===== config.mk =====
export PLATFORM = sky130hd
export DESIGN_NAME = shift_register_driver_flat
export DESIGN_NICKNAME = d
export VERILOG_FILES = /design/src/rtl/shift_register_driver_pkg.sv /design/src/rtl/shift_register_driver_if.sv /design/src/rtl/shift_register_driver_phase_timer.sv /design/src/rtl/shift_register_driver.sv /design/src/flat_wrapper.sv
export SDC_FILE = /design/constraint.sdc
export NUM_CORES = 1
export LEC_CHECK = 0
export ABC_AREA = 1
export ABC_CLOCK_PERIOD_IN_PS = 2600
export CORE_ASPECT_RATIO = 1.4
export CORE_MARGIN = 5
export CORE_UTILIZATION = 40
export DETAILED_ROUTE_END_ITERATION = 10
export GPL_TIMING_DRIVEN = 0
export PLACE_DENSITY = 0.67
export SETUP_SLACK_MARGIN = 0.02
export SLEW_MARGIN = 20
export SYNTH_ARGS = -nofsm -noshare
export SYNTH_HDL_FRONTEND = slang
export SYNTH_SLANG_ARGS = --single-unit

===== constraint.sdc =====
create_clock -name clk -period 2.6 [get_ports clk]
set_clock_uncertainty 0.1 [all_clocks]
set_input_delay 0.26 -clock clk [delete_from_list [all_inputs] [get_ports clk]]
set_output_delay 0.26 -clock clk [all_outputs]
set_load 0.05 [all_outputs]

===== src/rtl/shift_register_driver_pkg.sv =====
// Shared definitions for shift-register controllers: state encoding and pin bundle.
// Reused by future SIPO drivers and by the bench model.
package shift_register_driver_pkg;

    localparam int STATE_W = 3;

    localparam logic [STATE_W-1:0] ST_IDLE     = 3'd0;
    localparam logic [STATE_W-1:0] ST_BIT_LO   = 3'd1;
    localparam logic [STATE_W-1:0] ST_BIT_HI   = 3'd2;
    localparam logic [STATE_W-1:0] ST_LATCH_HI = 3'd3;
    localparam logic [STATE_W-1:0] ST_LATCH_LO = 3'd4;
    localparam logic [STATE_W-1:0] ST_CLR      = 3'd5;

    typedef struct packed {
        logic ds;
        logic shcp;
        logic stcp;
        logic mr_bar;
    } sr_pins_t;

    localparam sr_pins_t PINS_RESET = '{ds: 1'b0, shcp: 1'b0, stcp: 1'b0, mr_bar: 1'b1};

endpackage


===== src/rtl/shift_register_driver_if.sv =====
// Host-side handshake bundle of the shift-register driver.
// master = system logic issuing words/clears, slave = the driver.
interface shift_register_driver_if #(
    parameter int WIDTH = 8
);
    logic [WIDTH-1:0] data_in;
    logic             valid_in;
    logic             ready_out;
    logic             clear_in;
    logic             oe_in;
    logic             done_out;

    modport master (
        output data_in, valid_in, clear_in, oe_in,
        input  ready_out, done_out
    );

    modport slave (
        input  data_in, valid_in, clear_in, oe_in,
        output ready_out, done_out
    );
endinterface


===== src/rtl/shift_register_driver_phase_timer.sv =====
// DIV-cycle down-counter: tick is high in the last cycle of every DIV-cycle phase.
// load restarts the phase; the counter reloads itself after terminal count.
module sr_phase_timer #(
    parameter int DIV = 2
) (
    input  logic clk,
    input  logic reset,
    input  logic load,
    output logic tick
);
    localparam int CNT_W = $clog2(DIV + 1);
    localparam logic [CNT_W-1:0] CNT_TOP = CNT_W'(DIV - 1);

    logic [CNT_W-1:0] count;

    always_ff @(posedge clk) begin
        if (reset) begin
            count <= CNT_TOP;
        end else if (load || count == '0) begin
            count <= CNT_TOP;
        end else begin
            count <= count - CNT_W'(1);
        end
    end

    assign tick = (count == '0);
endmodule


===== src/rtl/shift_register_driver.sv =====
// Serial driver for cascadable 8-bit SIPO shift/storage registers: shifts a word out
// LSB first on ds/shcp, then pulses stcp; also runs a master-reset clear sequence.
//
// state    | meaning
// ---------+-----------------------------------------------------------
// IDLE     | waiting; clear_in wins over valid_in
// BIT_LO   | shcp low, ds shows current bit (setup phase)
// BIT_HI   | shcp high, ds held (register samples on the rise)
// LATCH_HI | stcp high, storage stage copies the shift stage
// LATCH_LO | stcp low, then done_out and back to IDLE
// CLR      | mr_bar low, shift stage cleared before latching zeros
module shift_register_driver
    import shift_register_driver_pkg::*;
#(
    parameter int WIDTH = 8,
    parameter int DIV   = 2
) (
    input  logic                          clk,
    input  logic                          reset,
    shift_register_driver_if.slave        bus,
    output logic                          ds,
    output logic                          shcp,
    output logic                          stcp,
    output logic                          mr_bar,
    output logic                          oe_bar
);
    localparam int IDX_W = $clog2(WIDTH);

    logic [STATE_W-1:0] state, state_nxt;
    logic [WIDTH-1:0]   buffer, buffer_nxt;
    logic [IDX_W-1:0]   bit_idx;
    sr_pins_t           pins_q, pins_nxt;
    logic               tick;
    logic               load;
    logic               enter_bit;
    logic               done_q;

    sr_phase_timer #(.DIV(DIV)) u_timer (
        .clk   (clk),
        .reset (reset),
        .load  (load),
        .tick  (tick)
    );

    always_comb begin
        state_nxt = state;
        case (state)
            ST_IDLE: begin
                if (bus.clear_in) begin
                    state_nxt = ST_CLR;
                end else if (bus.valid_in) begin
                    state_nxt = ST_BIT_LO;
                end
            end
            ST_BIT_LO:   if (tick) state_nxt = ST_BIT_HI;
            ST_BIT_HI: begin
                if (tick) begin
                    state_nxt = (bit_idx == IDX_W'(WIDTH - 1)) ? ST_LATCH_HI : ST_BIT_LO;
                end
            end
            ST_LATCH_HI: if (tick) state_nxt = ST_LATCH_LO;
            ST_LATCH_LO: if (tick) state_nxt = ST_IDLE;
            ST_CLR:      if (tick) state_nxt = ST_LATCH_HI;
            default:     state_nxt = ST_IDLE;
        endcase
    end

    assign load      = (state_nxt != state);
    assign enter_bit = (state_nxt == ST_BIT_LO) && (state != ST_BIT_LO);

    // Buffer shifts right after each bit, so the bit on ds is always buffer[0].
    always_comb begin
        buffer_nxt = buffer;
        if (state == ST_IDLE && state_nxt == ST_BIT_LO) begin
            buffer_nxt = bus.data_in;
        end else if (state == ST_BIT_HI && state_nxt == ST_BIT_LO) begin
            buffer_nxt = buffer >> 1;
        end
    end

    // Pins are registered from the next state so they change on the same edge as the FSM.
    always_comb begin
        pins_nxt        = pins_q;
        pins_nxt.shcp   = (state_nxt == ST_BIT_HI);
        pins_nxt.stcp   = (state_nxt == ST_LATCH_HI);
        pins_nxt.mr_bar = (state_nxt != ST_CLR);
        if (enter_bit) begin
            pins_nxt.ds = buffer_nxt[0];
        end
    end

    always_ff @(posedge clk) begin
        if (reset) begin
            state   <= ST_IDLE;
            buffer  <= '0;
            bit_idx <= '0;
            pins_q  <= PINS_RESET;
            done_q  <= 1'b0;
            oe_bar  <= 1'b1;
        end else begin
            state   <= state_nxt;
            buffer  <= buffer_nxt;
            pins_q  <= pins_nxt;
            done_q  <= (state == ST_LATCH_LO) && (state_nxt == ST_IDLE);
            oe_bar  <= ~bus.oe_in;
            if (state == ST_IDLE) begin
                bit_idx <= '0;
            end else if (state == ST_BIT_HI && state_nxt == ST_BIT_LO) begin
                bit_idx <= bit_idx + IDX_W'(1);
            end
        end
    end

    assign ds     = pins_q.ds;
    assign shcp   = pins_q.shcp;
    assign stcp   = pins_q.stcp;
    assign mr_bar = pins_q.mr_bar;

    assign bus.ready_out = (state == ST_IDLE) && !bus.clear_in;
    assign bus.done_out  = done_q;
endmodule


===== src/flat_wrapper.sv =====
// flat-port wrapper written by rule: the top's interface ports become plain ports
module shift_register_driver_flat import shift_register_driver_pkg::*;
#(
    parameter int WIDTH = 8,
    parameter int DIV   = 2
)
  (clk, reset, ds, shcp, stcp, mr_bar, oe_bar, bus_data_in, bus_valid_in, bus_clear_in, bus_oe_in, bus_ready_out, bus_done_out);
  shift_register_driver_if #(.WIDTH(WIDTH)) bus_i ();
  input  logic clk;
  input  logic reset;
  output logic ds;
  output logic shcp;
  output logic stcp;
  output logic mr_bar;
  output logic oe_bar;
  input wire logic [$bits(bus_i.data_in)-1:0] bus_data_in;
  input wire logic [$bits(bus_i.valid_in)-1:0] bus_valid_in;
  input wire logic [$bits(bus_i.clear_in)-1:0] bus_clear_in;
  input wire logic [$bits(bus_i.oe_in)-1:0] bus_oe_in;
  output wire logic [$bits(bus_i.ready_out)-1:0] bus_ready_out;
  output wire logic [$bits(bus_i.done_out)-1:0] bus_done_out;
  assign bus_i.data_in = bus_data_in;
  assign bus_i.valid_in = bus_valid_in;
  assign bus_i.clear_in = bus_clear_in;
  assign bus_i.oe_in = bus_oe_in;
  assign bus_ready_out = bus_i.ready_out;
  assign bus_done_out = bus_i.done_out;
  shift_register_driver #(.WIDTH(WIDTH), .DIV(DIV)) u_core (.clk(clk), .reset(reset), .bus(bus_i), .ds(ds), .shcp(shcp), .stcp(stcp), .mr_bar(mr_bar), .oe_bar(oe_bar));
endmodule

* Word-level counts from Yosys, hierarchy flattened
Cells that the tools add are included.
** Storage, ports and cells
- Register bits after elaboration :: 22
- Output and inout port bits :: 7
- Logic and storage cells :: 50
** Operators by class
- $add $sub $neg :: 2
- Eq/ne operators :: 12
- Mux-type cells :: 11
- Bitwise logic cells :: 1
- Reductions and logical operators :: 13
** Operators by type and width (count)
- $mux W3 :: 7
- $pmux W3 S6 :: 1
- $mux W8 :: 2
- $eq A3 B2 Y1 const B :: 4
- $eq A3 B3 Y1 const B :: 3
- $eq A3 B1 Y1 const B :: 2
- $logic_not A3 Y1 :: 2
- $logic_and A1 B1 Y1 :: 5
- $reduce_or A2 Y1 :: 2
- $add A3 B1 Y3 const B :: 1
- $ne A3 B1 Y1 const B :: 1
- $ne A3 B3 Y1 :: 1
- $ne A3 B3 Y1 const B :: 1
- $logic_not A2 Y1 :: 1
- $mux W2 :: 1
- $reduce_bool A2 Y1 :: 1
- $sub A2 B1 Y2 const B :: 1
- $logic_not A1 Y1 :: 1
- $logic_or A1 B1 Y1 :: 1
- $not A1 Y1 :: 1

* Longest topological paths before layout
- Depth in word-level cells :: 8
- Gate-level depth with buffers :: 14
- Depth with buffers taken out :: 14

* Hierarchy
From an unflattened synthesis, not the netlist that was laid out.
** Second synthesis, totals
- Cell total of the unflattened synthesis :: 154
- Area total of the unflattened synthesis :: 1114.8 sq um
** By module, submodules not included
- shift_register_driver :: times used 1, cells each 144, area an instance 1032.2 sq um, sequential area each 400.4 sq um
- sr_phase_timer :: times used 1, cells each 10, area an instance 82.6 sq um, sequential area each 40.0 sq um

* Worst setup path after synthesis
No wires, ideal clock.
- Path kind :: register to register
- From :: reg u_core.bit_idx[0]
- To :: reg u_core.bit_idx[0]
- Setup time :: 115 ps
- Arrival :: 1612 ps
- Data required time :: 2385 ps
- Setup slack :: 773 ps
- Cell stages (with the launch flop) :: 11
- Buffers on the path :: 0
- Period minus slack after synthesis :: 1827 ps
- Path through :: dfxtp_1 ha_1 ha_1 or2_1 nand2_1 nand3_2 nor2_4 nand2_4 nor2_8 xnor2_1 nor2_2
** On the way
- Cells in the longest elaborated chain, start to end :: 6
- Elaborated cells between the ends (all ways) :: 7
** RTL lines
- start: declaration :: line shift_register_driver.sv:31 : logic [IDX_W-1:0] bit_idx;
- start signal: assignment :: line shift_register_driver.sv:109 : bit_idx <= bit_idx + IDX_W'(1);
- $eq A3 B3 Y1 :: line shift_register_driver.sv:58 : state_nxt = (bit_idx == IDX_W'(WIDTH - 1)) ? ST_LATCH_HI : ST_BIT_LO;
- $mux W2 :: line shift_register_driver.sv:58
- $mux W3 :: line shift_register_driver.sv:57 : if (tick) begin
- $pmux W3 S6 :: line shift_register_driver.sv:47 : case (state)
- $eq A3 B1 Y1 :: line shift_register_driver.sv:108 : end else if (state == ST_BIT_HI && state_nxt == ST_BIT_LO) begin
- $logic_and A1 B1 Y1 :: line shift_register_driver.sv:108
Parallel ways exist; a longest one is shown, timed or not.
A chain may end at the register's enable or synchronous reset.

* Worst setup path after layout
- From :: reg u_core.state[1]
- To :: out bus_ready_out
** On the way
- Cells in the longest elaborated chain, start to end :: 2
** RTL lines
- start: declaration :: line shift_register_driver.sv:29 : logic [STATE_W-1:0] state, state_nxt;
- start signal: assignment :: line shift_register_driver.sv:101 : state <= state_nxt;
- $logic_not A3 Y1 :: line shift_register_driver.sv:119 : assign bus.ready_out = (state == ST_IDLE) && !bus.clear_in;
- $logic_and A1 B1 Y1 :: line shift_register_driver.sv:119
- end: declaration :: line flat_wrapper.sv:20 : output wire logic [$bits(bus_i.ready_out)-1:0] bus_ready_out;
Every way passes these cells.

==> results.sh <==
export IMPL_dp_hpwl_microns=1660
export IMPL_instances_no_fill=193
export IMPL_r2r_slack_ps=600
export IMPL_synth_nets=150
export IMPL_start_util_pct=40.7
export IMPL_power_leakage_nw=0.557
export IMPL_post_cts_buffers=0
export IMPL_antenna_found_initial=0
export IMPL_cts_buffers=3
export IMPL_r2r_start="u_core.bit_idx[0]"
export IMPL_synth_area_leaders="dfxtp_1, nand2_1, inv_1, nor2_1, nor2_8"
export IMPL_maxCapViolCount=0
export IMPL_synth_top_area_share_pct=42.3
export IMPL_fin_tns_setup_ps=0
export IMPL_gp_congestion=0.735
export IMPL_async_flop_share_pct=0
export IMPL_crit_type="reg -> out"
export IMPL_setup_viol=0
export IMPL_rows=22
export IMPL_hold_class="reg -> reg"
export IMPL_outcome="finished, final reports clean"
export IMPL_start_kind="register"
export IMPL_synth_seq_cells=22
export IMPL_wl_microns=2030
export IMPL_boundaryPins=20
export IMPL_cts_hold_buf=0
export IMPL_r2r_end="u_core.ds"
export IMPL_overflow=0
export IMPL_synth_edf_count=0
export IMPL_die_h_microns=70.4
export IMPL_p_total_mw=1.41
export IMPL_synth_common_cells="nand2_1, dfxtp_1, inv_1, nor2_1"
export IMPL_design_area_sq_um=1310
export IMPL_postSynthAreaPerCell_sq_um=7.78
export IMPL_die_area_sq_um=3740
export IMPL_clk_pin_slew_worst_paths_ps=120
export IMPL_crit_fanout=5
export IMPL_vias=925
export IMPL_nets=174
export IMPL_fmax_mhz=402
export IMPL_grt_pass1_wl_microns=3650
export IMPL_critical_path_required_ps=2240
export IMPL_dpl_cell_area_sq_um=1280
export IMPL_cp_startpoint="u_core.state[1]"
export IMPL_syn_inst=134
export IMPL_clock_tree_htree_level_count=1
export IMPL_cts_tree="yes"
export IMPL_hold_viol_final=0
export IMPL_seq_area_sq_um=440
export IMPL_grtUsageTotal_pct=12.9
export IMPL_ff2ff_path_depth=12
export IMPL_drcViolationCount=0
export IMPL_syn_area_sq_um=1040
export IMPL_vdd_ir_drop_max_mv=0.523
export IMPL_post_cts_resized=0
export IMPL_grt_pass1_vias=883
export IMPL_die_x_microns=53.1
export IMPL_fillCellCount=257
export IMPL_ys_warn_count=0
export IMPL_drtIter0Drc=13
export IMPL_yosysSeqAreaShare_pct=42.3
export IMPL_wl_per_cell_microns=10.5
export IMPL_crit_arrival_ps=2130
export IMPL_setup_slack_ps=113
export IMPL_via_per_inst=4.79
export IMPL_cts_root_buf="clkbuf_4"
export IMPL_synth_ff_type="dfxtp_1"
export IMPL_dp_cells=189
export IMPL_timing_slew_headroom_pct=66.6
export IMPL_cts_buffer_depth=2
export IMPL_period_needed_ps=2490
export IMPL_drv_slew=0
export IMPL_yosysMostFrequentCell="nand2_1"
export IMPL_synth_cell_types=26
export IMPL_area_growth_pct=26.1
export IMPL_rsz0062_at_grt="false"
export IMPL_fin_util_pct=51.3
export IMPL_post_route_period_util_pct=95.6
export IMPL_coreArea_sq_um=2560
export IMPL_crit_end="bus_ready_out"
export IMPL_clock_sinks=22
export IMPL_drtAntennaViolNets=0
export IMPL_worst_slew_pin_slew_ps=500
export IMPL_end_kind="output port"
export IMPL_clock_latency_ps=300
export IMPL_port_buffer_count=19
export IMPL_yosysTopAreaCell="dfxtp_1"
export IMPL_drt_first_pass_iters=4
export IMPL_grt_max_degree=13
export IMPL_finalHoldWorstSlack_ps=302
export IMPL_dpl_worst_slack_ps=469
export IMPL_insertedDiodeCount=0
export IMPL_power_density_nw_per_um2=1070
export IMPL_drive_gt1_share_pct=12.7
export IMPL_multi_input_area_sq_um=542
## area by class of cell
class,count,area share [%]
well taps,36,3.43
flip-flops and latches,22,33.5
repair buffers,19,14.5
inverters,15,4.29
plain buffers,1,0.286
multi-input cells,96,41.2
clock buffers,4,2.76
## cells by family (layout without fill, tap and decap cells)
kind of cell    count (synthesis)  after routing  synth area share [%]
xor+xnor                        2              2                  1.68
fa+ha+maj                       3              3                  3.60
compound gates                 16             16                  8.64
simple gates                   75             75                  38.1
buf+inv                        16             39                  5.76
flops                          22             22                  42.3
## worst min-delay path by stage
stage               depth (start not counted)  slack [ps]                    start                       to
global route                                1         320  u_core.u_timer.count[0]  u_core.u_timer.count[0]
detailed placement                          1         280  u_core.u_timer.count[0]  u_core.u_timer.count[0]
CTS                                         1         310  u_core.u_timer.count[0]  u_core.u_timer.count[0]
finish                                      1         300  u_core.u_timer.count[0]  u_core.u_timer.count[0]
global placement                            1         270  u_core.u_timer.count[0]  u_core.u_timer.count[0]
floorplan                                   1         230                bus_oe_in            u_core.oe_bar
## state kept, by name, indices dropped and copies added, names as in the netlist
name,flops
u_core.u_timer.count,2
u_core.mr_bar,1
u_core.bus.done_out,1
u_core.shcp,1
u_core.state,3
u_core.ds,1
u_core.bit_idx,3
u_core.buffer,8
u_core.oe_bar,1
u_core.stcp,1
## worst max-delay path: stages (launching register included)
cell             delay, ps
dfxtp_1                380
nor2_1                 240
nand2_1                250
nor2_1                 150
clkdlybuf4s50_1        810
## routing by layer
layer / GRT usage [%] / part of all wire, % / wire length, microns
met5: 0 / 0 / 0
met4: 5.97 / 0.84 / 17
met3: 2.77 / 3.5 / 71
met2: 22.5 / 54 / 1090
met1: 14.1 / 42 / 853
## placed cells by master, fill, tap and decap left out, types with 2 or more instances in the layout
cell type / n
nand2_1: 37
dfxtp_1: 22
clkdlybuf4s50_1: 19
inv_1: 11
nor2_1: 11
nand3_1: 6
a31oi_1: 6
a21oi_1: 5
inv_2: 4
nor3_1: 4
o21ai_0: 3
nor2_4: 3
nand3_2: 3
ha_1: 3
clkbuf_4: 3
nand2_2: 2
nand4_1: 2
nor2_8: 2
## power by group
| group | internal [mW] | leakage [nW] | switching, mW | total, mW |
|---|---|---|---|---|
| Sequential | 0.419 | 0.180 | 0.0447 | 0.463 |
| Clock | 0.0853 | 0.0210 | 0.0983 | 0.184 |
| Combinational | 0.241 | 0.357 | 0.523 | 0.763 |
| Total | 0.744 | 0.557 | 0.666 | 1.41 |
No activity file was read; power rests on OpenSTA's default activity.
